### config.mk
export PLATFORM = sky130hd
export DESIGN_NAME = piso_shift_transmitter
export DESIGN_NICKNAME = d
export VERILOG_FILES = /design/src/rtl/piso_shift_transmitter_pkg.sv /design/src/rtl/shift_bit_counter.sv /design/src/rtl/piso_shift_transmitter.sv
export SDC_FILE = /design/constraint.sdc
export NUM_CORES = 1
export LEC_CHECK = 0
export ABC_AREA = 1
export BUFFER_PORTS_ARGS = -buffer_cell sky130_fd_sc_hd__buf_4
export CORE_ASPECT_RATIO = 0.6
export CORE_MARGIN = 4
export CORE_UTILIZATION = 35
export CTS_BUF_LIST = sky130_fd_sc_hd__clkbuf_8
export CTS_CLUSTER_DIAMETER = 120
export CTS_CLUSTER_SIZE = 24
export DETAILED_ROUTE_END_ITERATION = 12
export PLACE_DENSITY = 0.54
export SLEW_MARGIN = 25
export SYNTH_ARGS = -nofsm -noshare
export SYNTH_HDL_FRONTEND = slang
export SYNTH_HIERARCHICAL = 1
export SYNTH_SLANG_ARGS = --single-unit
### constraint.sdc
create_clock -name clk -period 3.9 [get_ports clk]
set_clock_uncertainty 0.15 [all_clocks]
set_input_delay 0 -clock clk [delete_from_list [all_inputs] [get_ports clk]]
set_output_delay 0 -clock clk [all_outputs]
set_load 0.01 [all_outputs]
### src/rtl/piso_shift_transmitter_pkg.sv
// Shared types for the shifting-family serial link.
// State encoding and bit-counter width derivation.
package piso_shift_transmitter_pkg;

  typedef enum logic {
    ST_IDLE  = 1'b0,
    ST_SHIFT = 1'b1
  } state_t;

  // Counter must hold WIDTH-1; never narrower than one bit.
  function automatic int cnt_width(input int w);
    return (w < 2) ? 1 : $clog2(w);
  endfunction

endpackage

### src/rtl/shift_bit_counter.sv
// Loadable down-counter with zero flag.
// Ports: clk, reset(n), load, dec, load_value -> count, zero.
module shift_bit_counter #(
  parameter int CNT_W = 3
) (
  input  logic             clk,
  input  logic             reset,
  input  logic             load,
  input  logic             dec,
  input  logic [CNT_W-1:0] load_value,
  output logic [CNT_W-1:0] count,
  output logic             zero
);

  always_ff @(posedge clk or negedge reset) begin
    if (!reset) begin
      count <= '0;
    end else begin
      unique case (1'b1)
        load:    count <= load_value;
        dec:     count <= count - 1'b1;
        default: count <= count;
      endcase
    end
  end

  assign zero = (count == '0);

endmodule

### src/rtl/piso_shift_transmitter.sv
// LSB-first parallel-in/serial-out transmitter.
// Ports: clk, reset(n), enable, data_in/load_valid/load_ready, serial_out/serial_valid, done.
module piso_shift_transmitter
  import piso_shift_transmitter_pkg::*;
#(
  parameter int WIDTH = 8
) (
  input  logic             clk,
  input  logic             reset,
  input  logic             enable,
  input  logic [WIDTH-1:0] data_in,
  input  logic             load_valid,
  output logic             load_ready,
  output logic             serial_out,
  output logic             serial_valid,
  output logic             done
);

  localparam int CNT_W = cnt_width(WIDTH);
  localparam logic [CNT_W-1:0] LAST = CNT_W'(WIDTH - 1);

  state_t           state;
  logic [WIDTH-1:0] shreg;
  logic [CNT_W-1:0] count;
  logic             zero;
  logic             shifting;
  logic             accept;
  logic             dec;

  assign shifting = (state == ST_SHIFT) && enable;

  // Ready in IDLE, or on the final bit so the next word follows with no bubble.
  assign load_ready = (state == ST_IDLE) || (shifting && zero);
  assign accept     = load_valid && load_ready;
  assign dec        = shifting && !zero;

  shift_bit_counter #(
    .CNT_W(CNT_W)
  ) u_cnt (
    .clk       (clk),
    .reset     (reset),
    .load      (accept),
    .dec       (dec),
    .load_value(LAST),
    .count     (count),
    .zero      (zero)
  );

  always_ff @(posedge clk or negedge reset) begin
    if (!reset) begin
      state <= ST_IDLE;
      shreg <= '0;
      done  <= 1'b0;
    end else begin
      done <= 1'b0;
      if (accept) begin
        shreg <= data_in;
      end else if (dec) begin
        shreg <= shreg >> 1;
      end
      unique case (state)
        ST_IDLE: begin
          if (load_valid) begin
            state <= ST_SHIFT;
          end
        end
        ST_SHIFT: begin
          if (enable && zero) begin
            done <= 1'b1;
            if (!load_valid) begin
              state <= ST_IDLE;
            end
          end
        end
        default: state <= ST_IDLE;
      endcase
    end
  end

  // Gate with state: shreg keeps the last bit after returning to IDLE.
  assign serial_out   = (state == ST_SHIFT) ? shreg[0] : 1'b0;
  assign serial_valid = shifting;

endmodule

=== Word-level counts from Yosys, hierarchy flattened ===
Cells that the tools add are included.

* Flip-flop bits (word level): 13
* Word-level logic and storage cells: 24
* Input port bits: 12

* Bitwise gates (word level): 1
* Reductions and logical operators: 9
* Muxes and demuxes: 9
* Add/sub/neg operators: 1

{| class="wikitable"
|+ Operators by type and width
! operator !! count
|-
| $mux W8 || 2
|-
| $pmux W3 S2 || 1
|-
| $logic_and A1 B1 Y1 || 5
|-
| $mux W1 || 5
|-
| $logic_not A3 Y1 || 1
|-
| $sub A3 B1 Y3 const B || 1
|-
| $pmux W1 S2 || 1
|-
| $reduce_bool A2 Y1 || 1
|-
| $logic_not A1 Y1 || 1
|-
| $logic_or A1 B1 Y1 || 1
|-
| $not A1 Y1 || 1
|}

=== Longest topological paths before layout ===
Gate-level depths: netlist of run 1.

* Depth after elaboration: 5
* Depth in mapped cells: 11
* Gate-level depth less buffers: 11

=== Modules after synthesis ===
Netlist of run 1, hierarchy kept.

{| class="wikitable"
|+ Modules (own cells, without submodules)
! module !! cells each !! sequential area each (µm²) !! instances !! area an instance (µm²)
|-
| piso_shift_transmitter || 74 || 250.2 || 1 || 613.1
|-
| shift_bit_counter || 25 || 75.1 || 1 || 185.2
|}

=== Worst setup path before layout of run 1 ===
Ideal clock, no wire load.

* Path kind: reg-to-reg
* Start point: register u_cnt.count[0]
* End point: register u_cnt.count[1]
* Clock period less this slack: 1.713 ns
* Arrival: 1.439 ns
* Data required time: 3.626 ns
* Library setup time: 0.124 ns
* Setup slack: 2.187 ns
* Cell stages (with the launch flop): 10
* Path through: dfrtp_1 -> inv_1 -> ha_1 -> ha_1 -> clkinv_1 -> nand2_2 -> inv_1 -> inv_2 -> or2_0 -> nand3_1

* Elaborated cells between the ends (all ways): 9

{| class="wikitable"
|+ RTL lines
! item !! RTL line !! RTL
|-
| from (decl) || shift_bit_counter.sv:11 || <nowiki>output logic [CNT_W-1:0] count,</nowiki>
|-
| from (signal assigned) || shift_bit_counter.sv:20 || <nowiki>load: count <= load_value;</nowiki>
|-
| from (signal assigned) || shift_bit_counter.sv:21 || <nowiki>dec: count <= count - 1'b1;</nowiki>
|-
| from (signal assigned) || shift_bit_counter.sv:22 || <nowiki>default: count <= count;</nowiki>
|-
| $logic_not A3 Y1 (*) || shift_bit_counter.sv:27 || <nowiki>assign zero = (count == '0);</nowiki>
|-
| via zero || piso_shift_transmitter.sv:25 || <nowiki>logic zero;</nowiki>
|-
| $logic_not A1 Y1 (*) || piso_shift_transmitter.sv:35 || <nowiki>assign dec = shifting && !zero;</nowiki>
|-
| $logic_and A1 B1 Y1 (*) || piso_shift_transmitter.sv:35 ||
|-
| via dec || piso_shift_transmitter.sv:28 || <nowiki>logic dec;</nowiki>
|-
| $pmux W3 S2 / $reduce_bool A2 Y1 (equally long branches) || -- ||
|}

Mark *: on every way through the listed nets, which the timed path passes. The rest lies on a longest branch.
A chain may end at the register's enable or synchronous reset.

=== Final worst setup path of run 1 ===
* Start point: register u_cnt.count[0]
* End point: register shreg[3]

* Word-level cells in the longest chain between the ends: 5
* Elaborated cells between the ends (all ways): 8

{| class="wikitable"
|+ Ends and longest elaborated chain
! item !! RTL line !! RTL
|-
| $logic_not A3 Y1 (*) || shift_bit_counter.sv:27 ||
|-
| via zero || piso_shift_transmitter.sv:25 ||
|-
| $logic_and A1 B1 Y1 || piso_shift_transmitter.sv:33 || <nowiki>assign load_ready = (state == ST_IDLE) || (shifting && zero);</nowiki>
|-
| $logic_or A1 B1 Y1 || piso_shift_transmitter.sv:33 ||
|-
| $logic_and A1 B1 Y1 || piso_shift_transmitter.sv:34 || <nowiki>assign accept = load_valid && load_ready;</nowiki>
|-
| $mux W8 / $reduce_bool A2 Y1 (equally long branches) || -- ||
|-
| to (signal assigned) || piso_shift_transmitter.sv:57 || <nowiki>shreg <= data_in;</nowiki>
|-
| to (signal assigned) || piso_shift_transmitter.sv:59 || <nowiki>shreg <= shreg >> 1;</nowiki>
|-
| to (decl) || piso_shift_transmitter.sv:23 || <nowiki>logic [WIDTH-1:0] shreg;</nowiki>
|}

Marks and branches as above.

==> results.ini, run 1 <==
[sta]
rsz0062_at_grt = no
tns_ns = 0
worst_pin_slew_ns = 0.6395
finalHoldViolations = 0
period_minus_slack_ns = 1.996
fin_crit_sh = 0.5118
setup_viol = 0
max-slew-margin-rel = 0.5722
slew_violations = 0
max_freq_ghz = 0.5010

[routing]
vias_per_cell = 4.467
drtPass1Iterations = 4
vias = 737
post_drt_wl_per_cell_um = 10.61
antenna_left = 0
drc = 0
totalWireLength_um = 1751
drtIter0Drc = 27

[clock_tree]
numClockSinks = 13
root_buffer = clkbuf_8
cts_tree = done
clk_pin_slew_ns = 0.06
ctsResizeCount = 0
postCtsHoldBufs = 19
clock_path_buffers = 2
worstSkewPairLatency_ns = 0.25
cts_inserted_buffers = 3
cts_setup_buffers = 0
htreeDepth = 1

[setup_path]
startpoint_type = flip-flop
crit_fanout = 10
required_ns = 3.89
arrival_ns = 1.99
endpoint_kind = flip-flop
path_class = flip-flop to flip-flop
r2r_cells = 9

[power]
power_leakage_nw = 0.5951
power_density_nw_per_um2 = 572.7
total_power_mw = 0.6585
vdd_drop_max_uv = 210.6

[global_routing]
grt_pass1_wl_um = 3118
grt_pass1_vias = 667
antenna_found_initial = 0
grt_overflow = 0
grt_max_degree = 17
grt_usage = 0.1298

[floorplan]
die_w_um = 69.66
core_region_area_um2 = 2163
die_height_um = 44.99
initial_core_util = 0.3690
io_pins = 16
rows = 13
die_area_um2 = 3134

[finish]
seq_area_um2 = 325.3
nets = 150
multiInputGateArea_um2 = 397.9
area_growth_pct = 44.04
drive_gt1_frac = 0.1704
insertedDiodeCount = 0
fillers = 220
fin_cells = 165

[yosys]
synth_warnings = 6
synthFlopType = dfrtp_1
syn-instance-count = 99
synth.area.top_cells = dfrtp_1 41%, nand2_1 15%, nand3_1 7.5%
ys_ff_latch = 13
synth_area_um2 = 798.3
synth_edf_count = 0
ys_async_sr_fraction = 1.000
synth_most_common_cell = nand2_1
synth_top_area_frac = 0.4075
syn_area_per_cell_um2 = 8.063
synth.distinct_cells = 17
ys_seq_area_frac = 0.4075
synth_top_area_cell = dfrtp_1
synthTopCellsByCount = 31 x nand2_1, 13 x dfrtp_1, 12 x nand3_1

[place]
io_buffer_count = 15
dpl.cell_count = 142
routabilityCongestion = 0.7461
dpl.hpwl_um = 1180

[status]
status = finished, final reports clean

[hold_path]
min_path_type = flip-flop to flip-flop
holdPathStages = 3

[flow_run]
drv_cap = 0

[cells by family after synthesis]
group,share of synthesized area
flip-flops,0.4075
buffers and inverters,0.1034
other,0.004698
adder cells (fa/ha/maj),0.03134
AND/OR/NAND/NOR,0.4530
[path summary, 6_finish.rpt]
kind                                     start             end  slack [ns]
worst max register to register  u_cnt/count[0]        shreg[3]        1.90
worst min register to register  u_cnt/count[0]  u_cnt/count[0]        0.36
min in group asynchronous                reset            done        0.70
max in group asynchronous                reset        shreg[3]        2.49
worst min-delay path            u_cnt/count[0]  u_cnt/count[0]        0.36
worst max-delay path            u_cnt/count[0]        shreg[3]        1.90
[cell usage in the layout (no fill, tap or decap)]
cell type	synthesis	routed
clkinv_1	1	1
nand2_4	1	1
nand2_8	2	2
dlygate4sd3_1	0	19
buf_4	1	15
ha_1	2	2
conb_1	1	3
inv_1	9	10
dfrtp_1	13	13
nand4_1	7	7
clkbuf_8	0	3
or2_0	2	2
nor2_1	5	5
nand3b_1	7	7
nand2_1	31	31
inv_2	1	1
nand2_2	1	1
nand3_1	12	12
[worst max-delay path, cell delays in order, from the launching register on]
cell           delay, ns
dfrtp_1             0.37
inv_1               0.07
ha_1                0.14
ha_1                0.20
nand2_4             0.08
nand2_8             0.11
nand3b_1            0.09
dlygate4sd3_1       0.56
nand2_1             0.07
nand2_1             0.04
[sequential cells by signal (all words and copies together), names as in the netlist]
register,cells
shreg,8
u_cnt/count,3
done,1
state,1
[through the flow]
stage	setup slack, ns	cell area (µm²)	util	hold WS (ns)
after floorplan	2.187	805.8	-	-0.4456
after global placement	2.023	914.6	0.4228	-0.2912
after detailed placement	1.946	914.6	0.4228	-0.2916
after CTS	1.909	1150	0.5315	0.3595
after global routing	1.774	1150	0.5315	0.3846
final	1.904	1150	0.5315	0.3598
[power breakdown]
part | internal, mW | switching, mW | total [mW]
registers | 0.195 | 0.0394 | 0.234
logic | 0.132 | 0.170 | 0.302
clock network | 0.0697 | 0.0526 | 0.122
total | 0.396 | 0.262 | 0.658
[final cells by class]
| cell class | count | share of cell area |
|---|---|---|
| clock buffers | 3 | 0.03591 |
| multi-input cells | 73 | 0.3460 |
| flip-flops and latches | 13 | 0.2829 |
| inverters | 11 | 0.03591 |
| clock inverters | 1 | 0.003264 |
| repair buffers | 34 | 0.2633 |
| well taps | 30 | 0.03264 |
[metal layers]
layer	wire length, µm	GRT usage	part of all wire	vias to the layer above
met3	89	0.05778	0.051	4
li1	-	-	-	388
met4	18	0.03435	0.010	0
met2	672	0.1761	0.38	12
met1	970	0.1860	0.55	333
met5	0	0	0	-
(Power assumes the default switching activity.)
==> inputs of run 2 (changes only) <==
ABC_AREA = 0   (was 1)
CORE_ASPECT_RATIO = default   (was 0.6)
PLACE_DENSITY = 0.57   (was 0.54)
clock period = 1.8 ns   (was 3.9 ns; I/O delays follow)
==> results.ini, run 2 <==
[status]
status = finished, final reports clean

[yosys]
synthMuxAreaShare = 0.06107  ; +0.06107
synth_fa_ha_area_frac = 0.03817  ; +0.006820
ys_ff_latch = 13  ; unchanged
ys_async_sr_fraction = 1.000  ; unchanged
synth_top_area_cell = dfrtp_1
synthFlopType = dfrtp_1
syn_area_per_cell_um2 = 10.41  ; +29%
synth_most_common_cell = inv_1
synth_edf_count = 0  ; unchanged
synth_top_family_by_area = compound AO/OA/AOI/OAI gates
synth_warnings = 6  ; unchanged
synth.area.top_cells = dfrtp_1 50%, inv_1 11%, a222oi_1 9.2%
syn-instance-count = 63  ; -36%
synth.distinct_cells = 22  ; +5
synth_compound_area_frac = 0.1622  ; +0.1622
synth-simple-area-share = 0.1107  ; -0.3423
synthTopCellsByCount = 19 x inv_1, 13 x dfrtp_1, 6 x a222oi_1
synth_xor_area_frac = 0  ; unchanged
synth_area_um2 = 655.6  ; -18%
synth_top_area_frac = 0.4962  ; +0.08866
ys_seq_area_frac = 0.4962  ; +0.08866

[sta]
rsz0062_at_grt = yes
max_freq_ghz = 0.5626  ; +12%
worst_pin_slew_ns = 0.6079  ; -0.03165 ns
setup_viol = 0  ; unchanged
fin_crit_sh = 0.9874  ; +0.4756
worst_hold_slack_ns = 0.3805  ; +0.02069 ns
max-slew-margin-rel = 0.5934  ; +0.02117
period_minus_slack_ns = 1.777  ; -0.2188 ns
finalHoldViolations = 0  ; unchanged
slew_violations = 0  ; unchanged

[floorplan]
rows = 15  ; +2
die_height_um = 51.28  ; +14%
die_w_um = 51.28  ; -26%
core_region_area_um2 = 1745  ; -19%
die_area_um2 = 2630  ; -16%
initial_core_util = 0.3756  ; +0.006628
io_pins = 16  ; unchanged

[routing]
drc = 0  ; unchanged
vias_per_cell = 4.504  ; +0.83%
drtIter0Drc = 23  ; -15%
drtPass1Iterations = 4  ; unchanged
post_drt_wl_per_cell_um = 11.40  ; +7.5%
vias = 581  ; -21%
totalWireLength_um = 1471  ; -16%
antenna_left = 0  ; unchanged

[clock_tree]
clk_pin_slew_ns = 0.05  ; about the same
worstSkewPairLatency_ns = 0.24  ; about the same
htreeDepth = 1  ; unchanged
cts_tree = done
root_buffer = clkbuf_8
clock_path_buffers = 2  ; unchanged
cts_inserted_buffers = 3  ; unchanged
numClockSinks = 13  ; unchanged

[setup_path]
max_stage_delay_ns = 0.34  ; -0.22 ns
required_ns = 1.77  ; -2.12 ns
startpoint_type = flip-flop
r2r_end = u_cnt/count[0]
endpoint_kind = flip-flop
crit_fanout = 5  ; -5
cp_slowest_cell = dfrtp_1
cpLargestDelayFamily = compound AO/OA/AOI/OAI gates
arrival_ns = 1.75  ; -0.24 ns
path_class = flip-flop to flip-flop
r2r_slack_ns = 0.02  ; -1.88 ns
path_buf_inv = 1  ; -1
r2r-start = u_cnt/count[1]
cp_cell_sequence = inv_1 > ha_2 > ha_4 > a21bo_4 > and2_4 > nor2b_1 > a221o_1
r2r_cells = 7  ; -2

[hold_path]
holdPathStages = 2  ; -1
hold_path_startpoint = shreg[1]
min_path_type = flip-flop to flip-flop
hold-path-endpoint = shreg[1]

[finish]
layout_common_cells = 23 x buf_4, 19 x inv_1, 13 x dfrtp_1
insertedDiodeCount = 0  ; unchanged
fin_util = 0.6093  ; +0.07780
finalInstanceArea_um2 = 1064  ; -7.5%
top_register = shreg
final_common_cell = buf_4
nets = 119  ; -21%
top_regs = shreg: 8 flops, u_cnt/count: 3 flops
drive_gt1_frac = 0.3365  ; +0.1662
fillers = 150  ; -32%
area_growth_pct = 62.21
largest_reg_flops = 8  ; unchanged

[place]
dpl.hpwl_um = 930.4  ; -21%
routabilityCongestion = 0.6871  ; -7.9%
io_buffer_count = 15  ; unchanged
post_dp_cell_area_um2 = 843.3  ; -7.8%

[global_routing]
antenna_found_initial = 0  ; unchanged
grt_overflow = 0  ; unchanged
grt_usage = 0.1257  ; -0.004104
grt_max_degree = 14  ; -3
grt_pass1_wl_um = 2394  ; -23%
grt_pass1_vias = 557  ; -16%

[flow_run]
drv_cap = 0  ; unchanged

[power]
netSwitchingPower_mw = 0.4384  ; +67%
power.share.combinational = 0.481  ; +0.023
p_int_mw = 0.9252  ; +130%
vdd_drop_max_uv = 759.8  ; +260%
power_frac_seq = 0.336  ; -0.020
power_density_nw_per_um2 = 1282  ; +120%
p_sw_frac = 0.3215  ; -0.07645
p_clk_frac = 0.183  ; -0.003
power_leakage_nw = 0.5607  ; -5.8%

==> run 2: cell count changes in the layout (fill, tap and decap cells not counted), moves of 6 or more <==
| cell | delta |
|---|---|
| nand4_1 | -7 |
| a222oi_1 | +6 |
| nand2_1 | -30 |
| buf_4 | +8 |
| inv_1 | +9 |
| nand3b_1 | -6 |
| dlygate4sd3_1 | -7 |
| nand3_1 | -11 |
==> run 2: power by group through the flow <==
stage / registers [mW] / clock network [mW] / logic (mW)
after floorplan: 0.454 / 0 / 0.365
after global placement: 0.459 / 0 / 0.555
after detailed placement: 0.461 / 0 / 0.555
after global routing: 0.475 / 0.274 / 0.733
final: 0.458 / 0.250 / 0.656
after CTS: 0.456 / 0.261 / 0.641
==> run 2: worst max-delay path by stage <==
stage / from / to / depth (start not counted) / slack, ns
2_1_floorplan: u_cnt/count[0] / shreg[0] / 7 / -0.01
3_3_place_gp: u_cnt/count[0] / u_cnt/count[0] / 7 / -0.04
3_5_place_dp: u_cnt/count[0] / u_cnt/count[0] / 7 / -0.07
4_1_cts: u_cnt/count[0] / u_cnt/count[0] / 7 / 0.003
5_1_grt: u_cnt/count[1] / u_cnt/count[0] / 7 / -0.03
6_report: u_cnt/count[1] / u_cnt/count[0] / 7 / 0.02
==> run 2: cell type report <==
cell class	count	area, µm²	share of cell area
inverters	19	71.32	0.06706
clock buffers	3	41.29	0.03882
multi-input cells	33	297.8	0.2800
repair buffers	35	292.8	0.2753
clock inverters	1	3.754	0.003529
well taps	25	31.28	0.02941
flip-flops and latches	13	325.3	0.3059
==> run 2: through the flow <==
| stage | TNS, ns | instances | worst slack [ns] | power, mW |
|---|---|---|---|---|
| after floorplan | -0.06030 | 65 | -0.01005 | 0.8194 |
| after global placement | -0.05123 | 110 | -0.04227 | 1.015 |
| after detailed placement | -0.2881 | 110 | -0.06779 | 1.017 |
| after CTS | 0 | 129 | 0.002935 | 1.358 |
| after global routing | -0.1025 | 129 | -0.03049 | 1.482 |
| final | 0 | 129 | 0.02262 | 1.364 |
==> run 2: kinds of logic after synthesis <==
logic type,Yosys count
flip-flops,13
adder cells (fa/ha/maj),2
other,1
buffers and inverters,20
AO/OA/AOI/OAI,11
AND/OR/NAND/NOR,12
multiplexers,4
==> run 2: worst min-delay path, delay by kind of cell (launching register included) <==
family                 cells  cell delay [ns]
AO/OA/AOI/OAI              1             0.06
buffers and inverters      1             0.07
flip-flops                 1             0.35
==> run 2: timing repair <==
action,4_1_cts,5_1_grt
setup endpoints to repair,10,7
endpoints found under the hold margin,23,0
hold buffers,12,0
gates cloned,1,0
resized for setup,4,4
buffers inserted,2,1
pin swaps,3,4
==> run 2: layer usage <==
layer | up-vias | wire length (µm) | global-route usage
met2 | 15 | 678 | 0.1910
li1 | 294 | - | -
met3 | 2 | 94 | 0.05248
met4 | 0 | 13 | 0.05240
met1 | 270 | 684 | 0.1561
met5 | - | 0 | 0
==> inputs of run 3 (changes only) <==
ABC_AREA = 1   (was 0)
CORE_ASPECT_RATIO = 0.6   (was default)
PLACE_DENSITY = 0.56   (was 0.57)
==> results.ini, run 3 (synthesized netlist as in run 1, its figures left out) <==
[setup_path]
arrival_ns = 1.66  ; -0.09 ns
r2r-start = u_cnt/count[0]
r2r_slack_ns = 0.13  ; +0.10 ns
r2r_end = shreg[5]
path_class = flip-flop to flip-flop
required_ns = 1.79  ; +0.02 ns
cp_cell_sequence = inv_1 > ha_1 > ha_1 > nand2_4 > nand2_8 > nand2_8 > buf_6 > nand2_1 > nand2_1 > nand2_1
cp_slowest_cell = dfrtp_1
max_stage_delay_ns = 0.34  ; about the same
startpoint_type = flip-flop
cpMostUsedCell = nand2_1
crit_fanout = 10  ; +5
path_buf_inv = 2  ; +1
cpLargestDelayFamily = simple AND/OR/NAND/NOR gates
r2r_cells = 10  ; +3
endpoint_kind = flip-flop

[floorplan]
die_height_um = 44.99  ; -12%
rows = 13  ; -2
initial_core_util = 0.3690  ; -0.006628
io_pins = 16  ; unchanged
die_w_um = 69.66  ; +36%
core_region_area_um2 = 2163  ; +24%
die_area_um2 = 3134  ; +19%

[status]
status = finished, final reports clean

[routing]
antenna_left = 0  ; unchanged
totalWireLength_um = 1787  ; +21%
vias_per_cell = 4.525  ; +0.46%
post_drt_wl_per_cell_um = 11.03  ; -3.3%
drc = 0  ; unchanged
vias = 733  ; +26%
drtPass1Iterations = 4  ; unchanged
drtIter0Drc = 85  ; +270%
met1Wirelength_um = 904  ; +32%
wl_met2_um = 743  ; +9.6%
dr_wl_met3_um = 140  ; +49%
maxUsedRoutingLayer = met3

[clock_tree]
htreeDepth = 1  ; unchanged
cts_inserted_buffers = 3  ; unchanged
cts_tree = done
root_buffer = clkbuf_8
clk_pin_slew_ns = 0.06  ; about the same
clock_path_buffers = 2  ; unchanged
cts_setup_buffers = 0  ; -2
numClockSinks = 13  ; unchanged
worstSkewPairLatency_ns = 0.25  ; about the same

[sta]
period_minus_slack_ns = 1.675  ; -0.1027 ns
worst_pin_slew_ns = 0.6248  ; +0.01688 ns
max_freq_ghz = 0.5971  ; +6.1%
tns_ns = 0  ; unchanged
worst_hold_slack_ns = 0.3518  ; -0.02864 ns
max-slew-margin-rel = 0.5821  ; -0.01129
finalHoldViolations = 0  ; unchanged
slew_violations = 0  ; unchanged
setup_ws_ns = 0.1254  ; +0.1027 ns
setup_viol = 0  ; unchanged
fin_crit_sh = 0.9304  ; -0.05708
rsz0062_at_grt = no

[finish]
drive_gt1_frac = 0.2197  ; -0.1168
insertedDiodeCount = 0  ; unchanged
layout_common_cells = 31 x nand2_1, 18 x buf_4, 13 x dfrtp_1
final_common_cell = nand2_1
fillers = 214  ; +43%
top_regs = shreg: 8 flops, u_cnt/count: 3 flops
area_growth_pct = 39.81
largest_reg_flops = 8  ; unchanged
nets = 147  ; +24%
fin_cells = 162  ; +26%
top_register = shreg

[global_routing]
grt_pass1_wl_um = 3111  ; +30%
antenna_found_initial = 0  ; unchanged
grt_pass1_vias = 672  ; +21%
grt_max_degree = 14  ; unchanged
grt_usage = 0.1297  ; +0.004040
grt_overflow = 0  ; unchanged

[hold_path]
hold_path_startpoint = u_cnt/count[1]
hold-path-endpoint = u_cnt/count[1]
holdPathStages = 2  ; unchanged
min_path_type = flip-flop to flip-flop

[flow_run]
drv_cap = 0  ; unchanged

[place]
io_buffer_count = 15  ; unchanged
routabilityCongestion = 0.7545  ; +9.8%
dpl.hpwl_um = 1266  ; +36%
dpl.cell_count = 146  ; +33%
post-place-ws_ns = 0.08183  ; +0.1496 ns

[power]
power_density_nw_per_um2 = 1309  ; +2.1%
vdd_drop_max_uv = 425.2  ; -44%
power_leakage_nw = 0.6011  ; +7.2%

run 3: tightest hold or removal path: stages, from the launching register on:
cell     delay, ns
dfrtp_1       0.34
nand2_1       0.06
nand3_1       0.07
run 3: layout make-up:
class                           instances  area (µm²)  area share
Multi-Input combinational cell         73       400.4      0.3587
Tap cell                               30       37.54     0.03363
Inverter                               11       41.29     0.03700
Clock inverter                          1       3.754    0.003363
Timing Repair Buffer                   31       266.5      0.2388
Sequential cell                        13       325.3      0.2915
Clock buffer                            3       41.29     0.03700
run 3: layer usage:
layer / GRT usage / vias up
met1: 0.1762 / 325
met5: 0 / -
met3: 0.06222 / 0
met2: 0.1799 / 26
li1: - / 382
met4: 0.04580 / 0
run 3: how the worst max path moves through the flow:
stage / cells past startpoint / from / slack, ns / endpoint
3_5_place_dp: 10 / u_cnt/count[0] / 0.08 / u_cnt/count[2]
3_3_place_gp: 10 / u_cnt/count[0] / 0.15 / u_cnt/count[2]
5_1_grt: 10 / u_cnt/count[0] / 0.006 / u_cnt/count[0]
6_report: 10 / u_cnt/count[0] / 0.13 / shreg[5]
2_1_floorplan: 9 / u_cnt/count[0] / 0.09 / u_cnt/count[1]
4_1_cts: 10 / u_cnt/count[0] / 0.07 / u_cnt/count[2]
run 3: where the power goes:
group	switching, mW	internal (mW)
Clock	0.111	0.151
Combinational	0.397	0.306
Sequential	0.0732	0.423
Total	0.581	0.880
run 3: repair_timing:
action	CTS	global route
setup endpoints to repair	0	5
gates resized for setup	0	3
endpoints found under the hold margin	23	0
hold buffers	12	0
run 3: per-stage QoR:
| stage | total power, mW | utilization | area (µm²) |
|---|---|---|---|
| 2_1_floorplan | 0.9749 | - | 805.8 |
| 3_3_place_gp | 1.171 | 0.4367 | 944.7 |
| 3_5_place_dp | 1.175 | 0.4367 | 944.7 |
| 4_1_cts | 1.463 | 0.5130 | 1110 |
| 5_1_grt | 1.608 | 0.5159 | 1116 |
| 6_report | 1.461 | 0.5159 | 1116 |
